**src/rtl/demux_deserializer_6.sv**
```systemverilog
// demux_deserializer_6: receive end of a 6-bit serial link.
//
// An index counter drives a 1:6 demux that drops each valid serial beat into
// its slot (LSB first). When the sixth beat is accepted, the reassembled word
// is published on data_out with a one-cycle data_valid strobe. An optional
// idle timeout aborts a stalled reception.
//
// Optional feature: define DEMUX_PARITY_EN to expect a seventh even-parity
// beat after the data bits and report a mismatch on parity_err.
//
// Ports:
//   clk          system clock, rising edge
//   rst          synchronous reset, active-high
//   start        pulse that begins reception; only honoured in IDLE
//   din          serial data bit
//   din_valid    din carries a valid beat this cycle
//   data_out     last completed word (slot k = beat k)
//   data_valid   one-cycle strobe when data_out is updated
//   busy         high while a word is in flight (RECV/PAR/DONE)
//   idx          current slot index
//   timeout_err  one-cycle strobe when reception is aborted by timeout
//   parity_err   (DEMUX_PARITY_EN only) parity mismatch, with data_valid
module demux_deserializer_6 #(
  parameter int unsigned N       = 6,
  parameter int unsigned IDX_W   = 3,
  parameter int unsigned TIMEOUT = 0
) (
  input  logic             clk,
  input  logic             rst,
  input  logic             start,
  input  logic             din,
  input  logic             din_valid,
  output logic [N-1:0]     data_out,
  output logic             data_valid,
  output logic             busy,
  output logic [IDX_W-1:0] idx,
  output logic             timeout_err
`ifdef DEMUX_PARITY_EN
  ,
  output logic             parity_err
`endif
);

  localparam logic [1:0] StIdle = 2'd0;
  localparam logic [1:0] StRecv = 2'd1;
  localparam logic [1:0] StDone = 2'd2;
`ifdef DEMUX_PARITY_EN
  localparam logic [1:0] StPar  = 2'd3;
`endif

  // Counter is kept at least one bit wide so the TIMEOUT=0 build stays legal.
  localparam int unsigned CNT_W = (TIMEOUT > 0) ? $clog2(TIMEOUT + 1) : 1;
  localparam logic [CNT_W-1:0] TO_VAL = CNT_W'(TIMEOUT);

  logic [1:0]       state_q, state_d;
  logic [IDX_W-1:0] idx_q, idx_d;
  logic [N-1:0]     slot_q, slot_d;
  logic [N-1:0]     data_out_q, data_out_d;
  logic             data_valid_q, data_valid_d;
  logic             timeout_err_q, timeout_err_d;
  logic [CNT_W-1:0] cnt_q, cnt_d;
  logic [CNT_W-1:0] cnt_inc;
  logic             timeout_fire;
`ifdef DEMUX_PARITY_EN
  logic             parity_err_q, parity_err_d;
`endif

  assign cnt_inc = cnt_q + 1'b1;
  // Fires on the idle cycle that brings the counter up to TIMEOUT; a valid
  // beat always clears the counter, so a beat can never be lost to it.
  assign timeout_fire = (TIMEOUT != 0) && !din_valid && (cnt_inc == TO_VAL);

  always_comb begin
    state_d       = state_q;
    idx_d         = idx_q;
    slot_d        = slot_q;
    data_out_d    = data_out_q;
    data_valid_d  = 1'b0;
    timeout_err_d = 1'b0;
    cnt_d         = cnt_q;
`ifdef DEMUX_PARITY_EN
    parity_err_d  = 1'b0;
`endif

    case (state_q)
      StIdle: begin
        idx_d = '0;
        if (start) begin
          state_d = StRecv;
          slot_d  = '0;
          cnt_d   = '0;
        end
      end

      StRecv: begin
        if (timeout_fire) begin
          state_d       = StIdle;
          idx_d         = '0;
          cnt_d         = '0;
          timeout_err_d = 1'b1;
        end else if (din_valid) begin
          cnt_d = '0;
          // 1:6 demux: only the addressed slot is written.
          case (idx_q)
            3'd0: begin slot_d[0] = din; idx_d = 3'd1; end
            3'd1: begin slot_d[1] = din; idx_d = 3'd2; end
            3'd2: begin slot_d[2] = din; idx_d = 3'd3; end
            3'd3: begin slot_d[3] = din; idx_d = 3'd4; end
            3'd4: begin slot_d[4] = din; idx_d = 3'd5; end
            3'd5: begin
              slot_d[5] = din;
`ifdef DEMUX_PARITY_EN
              state_d = StPar;
`else
              // Publish on the accepting edge so data_out is already valid in
              // the DONE cycle alongside the strobe.
              state_d      = StDone;
              data_out_d   = {din, slot_q[N-2:0]};
              data_valid_d = 1'b1;
`endif
            end
            default: begin
              state_d = StIdle;
              idx_d   = '0;
            end
          endcase
        end else if (TIMEOUT != 0) begin
          cnt_d = cnt_inc;
        end
      end

`ifdef DEMUX_PARITY_EN
      StPar: begin
        if (timeout_fire) begin
          state_d       = StIdle;
          idx_d         = '0;
          cnt_d         = '0;
          timeout_err_d = 1'b1;
        end else if (din_valid) begin
          cnt_d        = '0;
          state_d      = StDone;
          data_out_d   = slot_q;
          data_valid_d = 1'b1;
          // Even parity: data bits plus parity bit must XOR to zero.
          parity_err_d = ^{slot_q, din};
        end else if (TIMEOUT != 0) begin
          cnt_d = cnt_inc;
        end
      end
`endif

      StDone: begin
        state_d = StIdle;
        idx_d   = '0;
      end

      default: begin
        state_d = StIdle;
        idx_d   = '0;
      end
    endcase
  end

  always_ff @(posedge clk) begin
    if (rst) begin
      state_q       <= StIdle;
      idx_q         <= '0;
      slot_q        <= '0;
      data_out_q    <= '0;
      data_valid_q  <= 1'b0;
      timeout_err_q <= 1'b0;
      cnt_q         <= '0;
`ifdef DEMUX_PARITY_EN
      parity_err_q  <= 1'b0;
`endif
    end else begin
      state_q       <= state_d;
      idx_q         <= idx_d;
      slot_q        <= slot_d;
      data_out_q    <= data_out_d;
      data_valid_q  <= data_valid_d;
      timeout_err_q <= timeout_err_d;
      cnt_q         <= cnt_d;
`ifdef DEMUX_PARITY_EN
      parity_err_q  <= parity_err_d;
`endif
    end
  end

  assign data_out    = data_out_q;
  assign data_valid  = data_valid_q;
  assign busy        = (state_q != StIdle);
  assign idx         = idx_q;
  assign timeout_err = timeout_err_q;
`ifdef DEMUX_PARITY_EN
  assign parity_err  = parity_err_q;
`endif

endmodule
```
**config.mk**
```make
export PLATFORM = sky130hd
export DESIGN_NAME = demux_deserializer_6
export DESIGN_NICKNAME = d
export VERILOG_FILES = /design/src/rtl/demux_deserializer_6.sv
export SDC_FILE = /design/constraint.sdc
export NUM_CORES = 1
export LEC_CHECK = 0
export ABC_AREA = 1
export CORE_MARGIN = 4
export CORE_UTILIZATION = 43
export DETAILED_ROUTE_END_ITERATION = 16
export PLACE_DENSITY = 0.66
export SLEW_MARGIN = 0
export SYNTH_ARGS = -nofsm -noshare
export SYNTH_HDL_FRONTEND = slang
export SYNTH_SLANG_ARGS = --single-unit
```
**constraint.sdc**
```tcl
create_clock -name clk -period 2.5 [get_ports clk]
set_clock_uncertainty 0.2 [all_clocks]
set_input_delay 0.5 -clock clk [delete_from_list [all_inputs] [get_ports clk]]
set_output_delay 0.5 -clock clk [all_outputs]
set_load 0.02 [all_outputs]
```
# After elaboration in Yosys (flattened, before gate mapping)
# Index checks and enable logic that the tools add are counted.
[word_totals]
register_bits = 17
inputBits = 5
output_inout_bits = 12
word_cells = 55
[classes]
n_eq_ne = 14
mux = 14
n_bitwise = 3
reduce_logical = 15
[op_table]
columns = ["cell", "n"]
rows = [
  ["4-bit AND reduction", 5],
  ["3-bit one-hot mux with 6 select lines", 1],
  ["5-bit 2-to-1 mux", 2],
  ["2-bit by 1-bit != test with 1-bit output, second input constant", 5],
  ["5-bit one-hot mux with 2 select lines", 1],
  ["2-bit one-hot mux with 2 select lines", 2],
  ["3-bit by 2-bit == test with 1-bit output, second input constant", 2],
  ["3-bit == test, second input constant", 2],
  ["1-bit 2-to-1 mux", 6],
  ["2-bit != test, second input constant", 3],
  ["3-bit AND reduction", 2],
  ["5-bit OR reduction", 1],
  ["2-bit 2-to-1 mux", 2],
  ["2-bit nonzero test", 2],
  ["3-bit by 1-bit == test with 1-bit output, second input constant", 1],
  ["3-bit zero test", 1],
  ["1-bit NOT", 3],
  ["3-bit OR reduction", 1],
  ["2-bit by 1-bit == test with 1-bit output, second input constant", 1],
  ["2-bit zero test", 1],
  ["2-bit AND reduction", 1],
  ["2-bit OR reduction", 1],
]

# Depth between registers and ports, before layout
[logic_depth]
ltp_word = 5
depth_mapped = 8
depth_no_buf = 7

# Worst setup path before layout
# OpenSTA, ideal clock, no wires.
[synth_path]
kind = "register to register"
startpoint = "register idx_q[0] (netlist: idx[0])"
endpoint = "register data_out_q[5] (netlist: data_out[5])"
setup_time_ns = 0.116
t_arrival_ns = 1.065
required_time_ns = 2.184
slack_ns = 1.119
path_stages_with_launch = 6
n_path_buf = 0
period_less_slack_ns = 1.381
cell_sequence = "dfxtp_1 nand3_1 nor2_2 nand2_2 o21ai_0 nor2_1"
[synth_via]
elab_chain_len = 2
[synth_lines]
columns = ["element", "line_no", "source"]
rows = [
  ["start, declared", "56", "logic [IDX_W-1:0] idx_q, idx_d;"],
  ["start signal, assigned", "178", "idx_q <= idx_d;"],
  ["3-bit == test", "104", "case (idx_q)"],
  ["3-bit AND reduction (no source line)", "-", ""],
  ["end signal, assigned", "180", "data_out_q <= data_out_d;"],
  ["end, declared", "58", "logic [N-1:0] data_out_q, data_out_d;"],
]
# No other way between the ends.
# A chain may end at the register's enable or synchronous reset.

# Worst setup path in the final report
[layout_path]
startpoint = "register state_q[0]"
endpoint = "output port busy"
[layout_via]
elab_chain_len = 1
[layout_lines]
columns = ["element", "line_no", "source"]
rows = [
  ["start, declared", "55", "logic [1:0] state_q, state_d;"],
  ["start signal, assigned", "166", "state_q <= StIdle;"],
  ["start signal, assigned", "177", "state_q <= state_d;"],
  ["2-bit nonzero test", "192", "assign busy = (state_q != StIdle);"],
  ["end, declared", "35", "output logic busy,"],
]
# No other way between the ends.

==> results.cfg <==
[yosys]
yosysSeqAreaShare = 0.448
synth-simple-area-share = 0.353
syn-cell-area_um2 = 759
synthCells = 108
synth_top_area_frac = 0.448
synth_top_family_by_area = simple AND/OR/NAND/NOR gates
synth_xor_xnor_area_share = 0
yosysTopAreaCell = dfxtp_1
synth_area_leaders = dfxtp_1 45%, nor2_1 12%, nand2_1 7.9%
avgSynthCellArea_um2 = 7.03
yosysWarnings = 0
synth-adder-area-share = 0
synthMuxAreaShare = 0
ys_types = 17
synth_compound_area_frac = 0.125
ys_ff_latch = 17
synthesis.nets = 113

[routing]
drt_iter0_markers = 16
wirelength_mm = 1.47
num_vias = 698
drc = 0
firstDrtPassIters = 4
drt.antenna.violating_nets = 0
viasPerCell = 4.72
wl_per_cell_um = 9.96

[timing]
period_minus_slack_ns = 2.27
whs_ns = 0.285
period_share = 0.910
fmax_mhz = 440
finalSetupTns_ns = 0
setup_viol = 0
rsz0062_at_grt = false
slew_viol_final = 0
hold_viol_final = 0

[placed_design]
place_congestion = 0.801
portBuffers = 15
hpwlAfterDp_mm = 1.10
placed_area_um2 = 921
dp_cells = 144

[floorplanning]
pin_count = 17
die_w_um = 50.0
die_h_um = 50.0
dieArea_um2 = 2500
core_um2 = 1590
initial_core_util = 0.476
row_count = 14

[clocking]
clock-sinks = 17
cts-hold-fix-buffers = 0
clock_path_buffers = 2
clkLatencyLatePin_ns = 0.29
root_buffer = clkbuf_4
cts-resized-gates = 0
cts_setup_buffers = 0
clkTransAtPathRegs_ns = 0.09
cts_tree = yes
cts_inserted_buffers = 3
htree_num_levels = 1

[worst_hold_path]
hold_path_class = reg -> reg
whs_path_depth = 2
min_from = data_out[0]
min_to = data_out[0]

[global_routing]
grt-ovfl-total = 0
grt_pass1_wl_mm = 2.61
grt_max_degree = 13
grt.total_usage = 0.136
antenna_found_initial = 0
grt_pass1_vias = 585

[worst_setup_path]
cp_max_fo = 9
critical_path.max_stage_delay_ns = 0.60
r2r_setup_slack_ns = 1.03
cp_cell_sequence = nor2_2 -> inv_1 -> clkdlybuf4s50_1
r2r-end = slot_q[4]
cp.depth = 3
cp.required_ns = 1.80
critical_path_class = reg -> out
critical_path.slowest_cell = clkdlybuf4s50_1
critPathTopFamily = buffers and inverters
reg2reg_depth = 7
start_kind = flop
worstReg2RegStart = state_q[0]
critPathCaptureType = primary output
cp_num_buf_inv = 2
crit_arrival_ns = 1.57

[finish]
stdcell_count = 148
layout.nets = 130
final_common_cell = nor2_1
drive_gt1_frac = 0.105
area_growth_pct = 24.7
nFillCells = 150
n_antenna_cell = 0
layout_common_cells = 25 x nor2_1, 17 x dfxtp_1, 16 x nand2_1
fin_area_um2 = 947

[job]
drv_cap = 0

[power]
p_total_mw = 0.503
ir_drop_v = 0.000441
leakagePower_nw = 0.390
powerDensity_nw_per_um2 = 531

[status]
status = finished, final reports clean
==> cell usage after synthesis <==
| library cell | count |
|---|---|
| clkbuf_1 | 1 |
| inv_2 | 2 |
| nand3_2 | 1 |
| a21boi_0 | 1 |
| inv_1 | 7 |
| nand2_2 | 4 |
| nor2_4 | 1 |
| nor2_2 | 2 |
| buf_4 | 2 |
| nor2_1 | 25 |
| o21ai_0 | 7 |
| nand2_1 | 16 |
| a21oi_1 | 9 |
| dfxtp_1 | 17 |
| nand3_1 | 11 |
| conb_1 | 1 |
| o21a_1 | 1 |
==> sequential cells by signal, indices dropped and copies added (netlist names) <==
register and flops:
idx 3, data_valid 1, slot_q 5, state_q 2, data_out 6
==> power by group <==
group	leakage [nW]	internal, mW	switching [mW]
Sequential	0.138	0.281	0.00955
Clock	0.0150	0.0621	0.0800
Combinational	0.237	0.0295	0.0406
==> area by class of cell <==
type	count	area, um2	share of cell area
clock buffer	4	26.3	0.0277
inverter	9	33.8	0.0357
multi-input combinational	79	367	0.387
sequential	17	340	0.359
tap	24	30.0	0.0317
timing repair buffer	15	150	0.159
==> tightest hold or removal path: cells and delay by family (launching register included) <==
family / cells / cell delay (ns)
simple gates: 2 / 0.12
flops: 1 / 0.33
==> through the flow <==
stage	setup WS, ns	util
3_3_place_gp	0.505	0.578
4_1_cts	0.209	0.594
3_5_place_dp	0.489	0.578
6_report	0.225	0.594
5_1_grt	0.107	0.594
2_1_floorplan	1.12	-
==> routing by layer <==
| metal | GRT usage | share of wire |
|---|---|---|
| met3 | 0.0663 | 0.070 |
| met4 | 0.0415 | 0.016 |
| met2 | 0.202 | 0.44 |
| met1 | 0.170 | 0.48 |
| met5 | 0 | 0 |
==> logic make-up (layout without fill, tap and decap cells) <==
kind of cell,count (synthesis),after routing
and+or+nand+nor,60,60
AOI/OAI and AO/OA,18,18
DFF,17,17
buffers and inverters,12,28
other,1,1
==> how the worst max path moves through the flow <==
stage	start	to	slack, ns
5_1_grt	state_q[0]	busy	0.11
2_1_floorplan	idx[0]	data_out[5]	1.12
3_5_place_dp	din_valid	slot_q[3]	0.49
6_report	state_q[0]	busy	0.23
3_3_place_gp	din_valid	slot_q[3]	0.51
4_1_cts	state_q[0]	busy	0.21
No activity file was read; power rests on OpenSTA's default activity.
